## src/rtl/flash_pkg.sv

```systemverilog
// Shared widths, FSM encoding and cache entry type for the flash read arbiter.
package flash_pkg;
  localparam int unsigned ADDR_W = 23;
  localparam int unsigned DATA_W = 16;

  typedef enum logic [1:0] {
    ST_SYNC = 2'd0,
    ST_IDLE = 2'd1,
    ST_WAIT = 2'd2
  } state_t;

  typedef struct packed {
    logic              valid;
    logic [ADDR_W-1:0] addr;
    logic [DATA_W-1:0] data;
  } cache_t;
endpackage

```

## src/rtl/flash_rr_pick.sv

```systemverilog
// Round-robin picker: first pending port searching upward from last_grant+1.
module flash_rr_pick #(
  parameter int unsigned NPORT = 3,
  parameter int unsigned PW    = 2
) (
  input  logic [NPORT-1:0] i_pending,
  input  logic [PW-1:0]    i_last_grant,
  output logic             o_any,
  output logic [PW-1:0]    o_grant
);
  int unsigned w_idx;

  // Walk the offsets downward so the closest pending port wins the last write.
  always_comb begin
    o_any   = |i_pending;
    o_grant = '0;
    w_idx   = 0;
    for (int unsigned k = NPORT; k >= 1; k--) begin
      w_idx = 32'(i_last_grant) + k;
      if (w_idx >= NPORT) w_idx = w_idx - NPORT;
      if (i_pending[PW'(w_idx)]) o_grant = PW'(w_idx);
    end
  end
endmodule

```

## src/rtl/flash_arbiter.sv

```systemverilog
// Toggle-handshake arbiter sharing one flash read controller among NPORT
// requesters, with round-robin grant, a one-word read cache and ack timeout.
module flash_arbiter
  import flash_pkg::*;
#(
  parameter int unsigned NPORT    = 3,
  parameter logic [7:0]  TIMEOUT  = 8'd200,
  parameter bit          CACHE_EN = 1'b1
) (
  input  logic                     iclk,
  input  logic                     ireset_n,
  input  logic [NPORT-1:0]         ireq,
  input  logic [NPORT*ADDR_W-1:0]  iaddr,
  output logic [NPORT-1:0]         oack,
  output logic [NPORT*DATA_W-1:0]  odout,
  input  logic                     iflush,
  output logic [ADDR_W-1:0]        ofl_addr,
  output logic                     ofl_req,
  input  logic                     ifl_ack,
  input  logic [DATA_W-1:0]        ifl_dout,
  output logic                     oerr
);
  localparam int unsigned PW = (NPORT > 1) ? $clog2(NPORT) : 1;

  state_t            r_state, w_state_nxt;
  logic [NPORT-1:0]  r_ack, w_ack_nxt;
  logic [DATA_W-1:0] r_dout [NPORT];
  logic [DATA_W-1:0] w_dout_nxt [NPORT];
  logic [ADDR_W-1:0] r_fl_addr, w_fl_addr_nxt;
  logic              r_fl_req, w_fl_req_nxt;
  logic              r_err, w_err_nxt;
  cache_t            r_cache, w_cache_nxt;
  logic [PW-1:0]     r_last_grant, w_last_grant_nxt;
  logic [PW-1:0]     r_grant, w_grant_nxt;
  logic [7:0]        r_timer, w_timer_nxt;

  logic [ADDR_W-1:0] w_addr [NPORT];
  logic [NPORT-1:0]  w_pending;
  logic              w_any;
  logic [PW-1:0]     w_pick;
  logic              w_hit;
  logic              w_fl_done;
  logic              w_timeout;

  for (genvar gi = 0; gi < NPORT; gi++) begin : g_port
    assign w_addr[gi]                     = iaddr[gi*ADDR_W +: ADDR_W];
    assign odout[gi*DATA_W +: DATA_W]     = r_dout[gi];
  end

  assign w_pending = ireq ^ r_ack;
  assign w_hit     = CACHE_EN && r_cache.valid && w_any && (w_addr[w_pick] == r_cache.addr);
  assign w_fl_done = (ifl_ack == r_fl_req);
  assign w_timeout = (r_timer == TIMEOUT - 8'd1);

  flash_rr_pick #(.NPORT(NPORT), .PW(PW)) u_pick (
    .i_pending    (w_pending),
    .i_last_grant (r_last_grant),
    .o_any        (w_any),
    .o_grant      (w_pick)
  );

  always_ff @(posedge iclk or negedge ireset_n) begin
    if (!ireset_n) r_state <= ST_SYNC;
    else           r_state <= w_state_nxt;
  end

  always_comb begin
    w_state_nxt = r_state;
    case (r_state)
      ST_SYNC: w_state_nxt = ST_IDLE;
      ST_IDLE: if (w_any && !w_hit) w_state_nxt = ST_WAIT;
      ST_WAIT: begin
        if (w_fl_done)      w_state_nxt = ST_IDLE;
        else if (w_timeout) w_state_nxt = ST_SYNC;
      end
      default: w_state_nxt = ST_SYNC;
    endcase
  end

  // Next values of every registered output and datapath register.
  always_comb begin
    w_ack_nxt        = r_ack;
    w_dout_nxt       = r_dout;
    w_fl_addr_nxt    = r_fl_addr;
    w_fl_req_nxt     = r_fl_req;
    w_err_nxt        = 1'b0;
    w_cache_nxt      = r_cache;
    w_last_grant_nxt = r_last_grant;
    w_grant_nxt      = r_grant;
    w_timer_nxt      = r_timer;
    case (r_state)
      ST_SYNC: begin
        w_ack_nxt    = ireq;
        w_fl_req_nxt = ifl_ack;
      end
      ST_IDLE: begin
        if (w_any) begin
          w_last_grant_nxt = w_pick;
          w_grant_nxt      = w_pick;
          if (w_hit) begin
            w_dout_nxt[w_pick] = r_cache.data;
            w_ack_nxt[w_pick]  = ~r_ack[w_pick];
          end else begin
            w_fl_addr_nxt = w_addr[w_pick];
            w_fl_req_nxt  = ~r_fl_req;
            w_timer_nxt   = '0;
          end
        end
      end
      ST_WAIT: begin
        if (w_fl_done) begin
          w_dout_nxt[r_grant] = ifl_dout;
          w_ack_nxt[r_grant]  = ~r_ack[r_grant];
          w_cache_nxt         = '{valid: 1'b1, addr: r_fl_addr, data: ifl_dout};
        end else if (w_timeout) begin
          w_dout_nxt[r_grant] = 16'hFFFF;
          w_ack_nxt[r_grant]  = ~r_ack[r_grant];
          w_err_nxt           = 1'b1;
          w_cache_nxt.valid   = 1'b0;
        end else begin
          w_timer_nxt = r_timer + 8'd1;
        end
      end
      default: ;
    endcase
    // Flush overrides a same-cycle fill.
    if (iflush) w_cache_nxt.valid = 1'b0;
  end

  always_ff @(posedge iclk or negedge ireset_n) begin
    if (!ireset_n) begin
      r_ack        <= '0;
      for (int i = 0; i < NPORT; i++) r_dout[i] <= '0;
      r_fl_addr    <= '0;
      r_fl_req     <= 1'b0;
      r_err        <= 1'b0;
      r_cache      <= '0;
      r_last_grant <= PW'(NPORT - 1);
      r_grant      <= '0;
      r_timer      <= '0;
    end else begin
      r_ack        <= w_ack_nxt;
      r_dout       <= w_dout_nxt;
      r_fl_addr    <= w_fl_addr_nxt;
      r_fl_req     <= w_fl_req_nxt;
      r_err        <= w_err_nxt;
      r_cache      <= w_cache_nxt;
      r_last_grant <= w_last_grant_nxt;
      r_grant      <= w_grant_nxt;
      r_timer      <= w_timer_nxt;
    end
  end

  assign oack     = r_ack;
  assign ofl_addr = r_fl_addr;
  assign ofl_req  = r_fl_req;
  assign oerr     = r_err;
endmodule

```

## config.mk

```make
export PLATFORM = sky130hd
export DESIGN_NAME = flash_arbiter
export DESIGN_NICKNAME = d
export VERILOG_FILES = /design/src/rtl/flash_pkg.sv /design/src/rtl/flash_rr_pick.sv /design/src/rtl/flash_arbiter.sv
export SDC_FILE = /design/constraint.sdc
export NUM_CORES = 1
export LEC_CHECK = 0
export ABC_AREA = 0
export CORE_AREA = 2 2 104 182
export CTS_CLUSTER_DIAMETER = 100
export DETAILED_ROUTE_END_ITERATION = 10
export DIE_AREA = 0 0 106 184
export PLACE_DENSITY = 0.86
export SYNTH_ARGS = -nofsm -noshare
export SYNTH_HDL_FRONTEND = slang
export SYNTH_HIERARCHICAL = 1
export SYNTH_SLANG_ARGS = --single-unit
export TNS_END_PERCENT = 5
```

## constraint.sdc

```tcl
create_clock -name iclk -period 4 [get_ports iclk]
set_input_delay 0.8 -clock iclk [delete_from_list [all_inputs] [get_ports iclk]]
set_output_delay 0.8 -clock iclk [all_outputs]
set_load 0.03 [all_outputs]
```

==> flow_metrics.tcl, run 1 <==
set metrics [dict create \
    critPathMaxStageDelay_ps 580 \
    design.die.area_um2 19500 \
    antenna_found_initial 0 \
    setup_viol 78 \
    synth-seq-cells 129 \
    hpwl_um 19300 \
    timing.setup.tns_ps -34690 \
    path_buf_inv 6 \
    synth_top_cell_area_share_pct 37.6 \
    synth_cells 1025 \
    drive_gt1_share_pct 21.5 \
    p_per_area_nw_per_um2 1060 \
    holdWs_ps 507 \
    synth_area_um2 8520 \
    pre_cts_ws_ps -883 \
    drv_cap 0 \
    p_sw_mw 6.18 \
    grt_first_pass_wirelength_um 49300 \
    hp-class "in2async" \
    synth-async-reset-ratio_pct 100 \
    yosysSeqAreaShare_pct 37.9 \
    row_count 65 \
    layout_setup_ws_ps -516 \
    slew_violations 0 \
    cts_buffers 17 \
    numClockSinks 129 \
    io_pins 168 \
    first_global_vias 9650 \
    final-hold-violation-count 0 \
    crit_path_max_fanout 12 \
    failed_checks "setup timing" \
    synth_area_leader_cell "dfrtp_1" \
    cp-start-kind "flip-flop" \
    post_dp_cell_area_um2 10900 \
    area_growth_pct 44.8 \
    wl_um 33800 \
    ir_worst_vdd_v 0.000701 \
    tightest_slew_ps 989 \
    intPower_mw 6.95 \
    switching_share_pct 47.1 \
    port_buffers 167 \
    drt_iter0_markers 929 \
    die_h_um 184 \
    diodes 0 \
    arrival_ps 4840 \
    drcViolationCount 0 \
    crit_type "reg2reg" \
    r2r_cells 16 \
    grt_overflow 0 \
    initial_core_util_pct 47.4 \
    pwr-share-comb_pct 68.2 \
    skew_ps 15.1 \
    power_frac_seq_pct 19.7 \
    drt-pass1-iter-count 6 \
    cp_num_cells 16 \
    synth.distinct_cells 59 \
    final_area_um2 12300 \
    rsz0062_at_grt "true" \
    cts_tree "done" \
    avgRoutedWirePerCell_um 22.3 \
    clockPowerShare_pct 12.1 \
    required_ps 4330 \
    most-common-layout-cells "202 x nand2_1, 163 x clkdlybuf4s50_1, 128 x dfrtp_1" \
    avgSynthCellArea_um2 8.32 \
    final_common_cell "nand2_1" \
    synth_flop_cell "dfrtp_1" \
    die_w_um 106 \
    max-slew-margin-rel_pct 34.0 \
    status "complete, but fails checks" \
    crit_path_cell_trace "inv_2, ha_4, inv_2, buf_6, o311a_4, o21a_4, buf_12, buf_12, buf_6, nor2b_1, a221o_1, o22ai_1, or4_4, or4_4, and2_4, mux2_4" \
    clkTransAtPathRegs_ps 70 \
    avgViaCountPerCell 6.41 \
    worstSkewPairLatency_ps 440 \
    grt_max_degree 74 \
    num_vias 9707 \
    endpoint_kind "flip-flop" \
    period_share_pct 113 \
    finalCriticalPeriod_ps 4520 \
    num-nets-final 1367 \
    yosys_warnings 6 \
    detail-route-antenna-nets 0 \
    clockBufferDepth 2 \
    place_congestion 0.926 \
    fmax_mhz 221 \
    cts-root-buf "clkbuf_16" \
    crit_path_top_delay_cell "or4_4" \
    cts_max_level 4 \
    path_delay_family "simple AND/OR/NAND/NOR gates" \
    p_leak_nw 5.49 \
    synth_edf_count 0 \
    ys_top_cells_by_area "dfrtp_1 38%, nand2_1 8.9%, mux2_2 4.4%" \
    synth_nets 1125 \
    core_um2 18000 \
    grt.total_usage_pct 32.4 \
]
layout make-up:
| class | instances | area [µm²] |
|---|---|---|
| fillers | 1224 | 5630 |
| multi-input cells | 811 | 5290 |
| flip-flops and latches | 129 | 3230 |
| repair buffers | 294 | 2900 |
| clock buffers | 18 | 439 |
| well taps | 234 | 293 |
| clock inverters | 14 | 143 |
| inverters | 14 | 52.6 |
sequential cells by signal, indices dropped and copies added, names as in the netlist:
register and flops:
oerr 1, r_cache 40, r_state 2, r_timer 8, r_grant 1, ofl_req 1
odout 48, ofl_addr 23, oack 3, r_last_grant 2
cell families (layout without fill, tap and decap cells):
kind of cell               count (synthesis)  in the layout  share of synthesized area, %
muxes                                     73             73                          10.3
xor gates and xnor gates                  10             10                          1.03
and+or+nand+nor                          472            475                          26.6
buffers and inverters                     90            340                          4.67
adders and majority gates                  8              8                          1.17
DFF                                      129            129                          37.9
AOI/OAI and AO/OA                        243            245                          18.4
final timing paths:
check                                             from                          end  slack [ps]
max reg2reg                r_last_grant[1]$_DFFE_PN1P_     ofl_addr[20]$_DFFE_PN0P_        -520
min                                           ireset_n        odout[24]$_DFFE_PN0P_         510
min in group iclk              ofl_addr[2]$_DFFE_PN0P_      r_cache[18]$_DFFE_PN0P_         510
max in group asynchronous                     ireset_n  r_last_grant[1]$_DFFE_PN1P_        2530
min reg2reg                    ofl_addr[2]$_DFFE_PN0P_      r_cache[18]$_DFFE_PN0P_         510
max                        r_last_grant[1]$_DFFE_PN1P_     ofl_addr[20]$_DFFE_PN0P_        -520
worst register-to-register path: stages, from the launching register on:
cell and delay (ps):
dfstp_2 550, inv_2 60, ha_4 280, inv_2 50
buf_6 120, o311a_4 360, o21a_4 140, buf_12 140
buf_12 130, buf_6 130, nor2b_1 280, a221o_1 300
o22ai_1 140, or4_4 550, or4_4 580, and2_4 280
mux2_4 330
Yosys cell counts, drive strengths merged, types with 2 or more instances:
| cell type | count |
|---|---|
| a21oi | 71 |
| or2 | 4 |
| a31oi | 3 |
| o2bb2ai | 4 |
| nor3b | 2 |
| and3 | 4 |
| xnor2 | 4 |
| and3b | 2 |
| o31ai | 2 |
| buf | 29 |
| nor3 | 19 |
| a21o | 2 |
| a211oi | 2 |
| o41ai | 3 |
| or3 | 6 |
| clkbuf | 47 |
| nor4 | 9 |
| nand4 | 4 |
| nand2b | 26 |
| o21ai | 57 |
| nor2b | 40 |
| and2 | 7 |
| dfrtp | 128 |
| and4 | 2 |
| a22oi | 21 |
| o22ai | 11 |
| mux2 | 54 |
| ha | 8 |
| or4 | 6 |
| a221o | 17 |
| and4b | 17 |
| a2bb2oi | 2 |
| xor2 | 6 |
| nor2 | 77 |
| inv | 14 |
| o31a | 4 |
| mux2i | 19 |
| nand2 | 202 |
| o211ai | 33 |
| nand3 | 44 |
repair_timing:
action	in CTS	in global routing
gates cloned	8	3
setup buffers	18	16
endpoints found under the setup margin	78	80
hold buffers	0	0
gates resized for setup	45	31
pin swaps	17	24
layer usage:
layer | up-vias | share of wire (%) | GRT usage [%]
met3 | 245 | 8.3 | 5.74
met2 | 757 | 50 | 57.1
li1 | 4140 | - | -
met4 | 0 | 9.3 | 26.7
met1 | 4565 | 33 | 32.9
met5 | - | 0 | 0
per-stage QoR:
step | total power [mW] | std cells | util [%]
6_report | 13.1 | 1514 | 68.7
5_1_grt | 13.7 | 1514 | 68.7
4_1_cts | 12.1 | 1495 | 66.8
3_5_place_dp | 9.70 | 1437 | 60.9
3_3_place_gp | 9.45 | 1437 | 60.9
2_1_floorplan | 7.24 | 1025 | -
power groups by stage:
stage | registers (mW) | logic, mW | clock network [mW]
floorplan | 3.02 | 4.22 | 0
global placement | 2.50 | 6.95 | 0
detailed placement | 2.52 | 7.18 | 0
CTS | 2.52 | 8.04 | 1.58
global route | 2.65 | 9.41 | 1.65
finish | 2.59 | 8.95 | 1.59
(Power assumes the default switching activity.)
==> run 2, diff against run 1 <==
--- a/config.mk
+++ b/config.mk
@@ -6,8 +6,9 @@
 export NUM_CORES = 1
 export LEC_CHECK = 0
 export ABC_AREA = 0
+export CAP_MARGIN = 20
 export CORE_AREA = 2 2 104 182
-export CTS_CLUSTER_DIAMETER = 100
+export CTS_CLUSTER_DIAMETER = 40
 export DETAILED_ROUTE_END_ITERATION = 10
 export DIE_AREA = 0 0 106 184
 export PLACE_DENSITY = 0.86
==> results of run 2 <==
The final DEF is identical to that of run 1; final timing and power are the same.
==> run 3, diff against run 2 <==
--- a/config.mk
+++ b/config.mk
@@ -7,11 +7,13 @@
 export LEC_CHECK = 0
 export ABC_AREA = 0
 export CAP_MARGIN = 20
-export CORE_AREA = 2 2 104 182
+export CELL_PAD_IN_SITES_DETAIL_PLACEMENT = 0
+export CELL_PAD_IN_SITES_GLOBAL_PLACEMENT = 1
+export CORE_AREA = 2 2 121 212
 export CTS_CLUSTER_DIAMETER = 40
 export DETAILED_ROUTE_END_ITERATION = 10
-export DIE_AREA = 0 0 106 184
-export PLACE_DENSITY = 0.86
+export DIE_AREA = 0 0 123 214
+export PLACE_DENSITY = 0.85
 export SYNTH_ARGS = -nofsm -noshare
 export SYNTH_HDL_FRONTEND = slang
 export SYNTH_HIERARCHICAL = 1
==> run 3 against run 2 <==
Effect of this change:
- the flow still finishes with violations (setup timing)
- first-iteration DRC count decreased by 38%
- cell count up 5.5%
- utilization fell by 17 points
- wire length decreased by 11%
- total power shrank 2.7%
- register-to-register slack improved by 460 ps
- clock-buffer cell count up 1
- clock skew shrank 5.3 ps
- critical path type unchanged
- sequential power is 2% lower
- maximum frequency increased by 11%
- via count shrank 9.1%
==> flow_metrics.tcl, run 3 (synthesis gave the netlist of run 1 again) <==
set metrics [dict create \
    drt-pass1-iter-count 5 \
    p_per_area_nw_per_um2 1010 \
    design.die.area_um2 26300 \
    first_global_vias 8818 \
    avgViaCountPerCell 5.52 \
    place_congestion 0.865 \
    clockBufferDepth 2 \
    endpoint_kind "flip-flop" \
    die_h_um 214 \
    crit_path_top_delay_cell "or4_4" \
    use_met3_pct 3.89 \
    tightest_slew_ps 919 \
    largest_reg_flops 48 \
    detail-route-antenna-nets 0 \
    crit_path_max_fanout 19 \
    switching_share_pct 44.6 \
    crit_top_cell "or4_4" \
    met2_usage_pct 41.1 \
    p_leak_nw 5.58 \
    clkTransAtPathRegs_ps 60 \
    skew_ps 9.84 \
    io_pins 168 \
    drive_gt1_share_pct 22.6 \
    cts-root-buf "clkbuf_16" \
    p_sw_mw 5.70 \
    hold_buffers 0 \
    path_buf_inv 4 \
    failed_checks "setup timing" \
    numClockSinks 129 \
    num_vias 8820 \
    drt_iter0_markers 578 \
    cts_tree "done" \
    intPower_mw 7.08 \
    initial_core_util_pct 34.7 \
    worstSkewPairLatency_ps 430 \
    crit_path_cell_trace "inv_2, buf_4, ha_4, buf_6, o311a_4, o21a_4, bufbuf_16, nor3_4, o22ai_2, or4_4, or4_4, and2_4, mux2_4" \
    grt_overflow 0 \
    critPathMaxStageDelay_ps 630 \
    antenna_found_initial 0 \
    p_total_mw 12.8 \
    num-nets-final 1373 \
    final_common_cell "nand2_1" \
    path_delay_family "simple AND/OR/NAND/NOR gates" \
    fmax_mhz 247 \
    die_w_um 123 \
    cts_buffers 17 \
    avgRoutedWirePerCell_um 18.9 \
    grt_max_degree 67 \
    timing.setup.tns_ps -1490 \
    core_um2 24500 \
    rsz0062_at_grt "true" \
    hp-class "in2async" \
    area_growth_pct 48.5 \
    cp_num_cells 13 \
    diodes 0 \
    row_count 76 \
    r2r_cells 13 \
    final-hold-violation-count 0 \
    drv_cap 0 \
    layout_setup_ws_ps -55.1 \
    max-slew-margin-rel_pct 38.7 \
    wl_um 30300 \
    most-common-layout-cells "202 x nand2_1, 163 x clkdlybuf4s50_1, 128 x dfrtp_1" \
    setup_viol 48 \
    slew_violations 0 \
    period_share_pct 101 \
    cp-start-kind "flip-flop" \
    grt_first_pass_wirelength_um 46500 \
    clockPowerShare_pct 12.3 \
    port_buffers 167 \
    finalCriticalPeriod_ps 4060 \
    pwr-share-comb_pct 67.8 \
    ir_worst_vdd_v 0.000571 \
    crit_type "reg2reg" \
    grt.busiest_layer "met2" \
    multi_input_area_um2 5390 \
    power_frac_seq_pct 19.9 \
    cts_max_level 4 \
    nFillCells 2256 \
    arrival_ps 4370 \
    seqCellArea_um2 3230 \
    required_ps 4310 \
    status "complete, but fails checks" \
    use_met1_pct 24.9 \
    drcViolationCount 0 \
    grt.total_usage_pct 22.7 \
    pre_cts_ws_ps -836 \
    hpwl_um 19800 \
]
run 3: timing repair:
item	in CTS	in global routing
setup endpoints to repair	78	76
setup buffers	19	10
resized for setup	49	50
pin swaps	16	22
cloned	7	5
run 3: layer usage:
| layer | share of wire (%) | up-vias |
|---|---|---|
| met5 | 0 | - |
| met4 | 5.6 | 0 |
| met3 | 4.5 | 97 |
| met2 | 53 | 307 |
| met1 | 37 | 4256 |
| li1 | - | 4160 |
run 3: area by class of cell:
| cell class | instances | share of cell area (%) |
|---|---|---|
| clock inverters | 13 | 1.08 |
| inverters | 14 | 0.435 |
| multi-input cells | 811 | 42.6 |
| flip-flops and latches | 129 | 25.5 |
| repair buffers | 300 | 23.7 |
| well taps | 312 | 3.08 |
| clock buffers | 19 | 3.58 |
run 3: power groups by stage:
stage               Combinational (mW)  Sequential (mW)  Clock [mW]
floorplan                         4.22             3.02           0
global placement                  7.13             2.51           0
detailed placement                7.29             2.52           0
CTS                               8.20             2.52        1.59
global route                      9.31             2.63        1.65
finish                            8.67             2.54        1.57
run 3: worst paths after layout:
kind	start	end	slack [ps]
worst max-delay path	r_last_grant[1]$_DFFE_PN1P_	ofl_addr[8]$_DFFE_PN0P_	-60
worst min-delay path	ireset_n	ofl_addr[8]$_DFFE_PN0P_	460
worst max register to register	r_last_grant[1]$_DFFE_PN1P_	ofl_addr[8]$_DFFE_PN0P_	-60
worst min register to register	ofl_addr[9]$_DFFE_PN0P_	r_cache[25]$_DFFE_PN0P_	500
max in group asynchronous	ireset_n	r_cache[17]$_DFFE_PN0P_	2570
min in group iclk	ofl_addr[9]$_DFFE_PN0P_	r_cache[25]$_DFFE_PN0P_	500
run 3: metrics by stage:
stage | instances | util, % | hold slack [ps] | instance area (µm²)
after floorplan | 1025 | - | 466 | 8610
after global placement | 1525 | 45.3 | 480 | 11100
after detailed placement | 1525 | 45.3 | 483 | 11100
after CTS | 1583 | 49.9 | 508 | 12200
after global routing | 1598 | 51.6 | 519 | 12700
final | 1598 | 51.6 | 463 | 12700
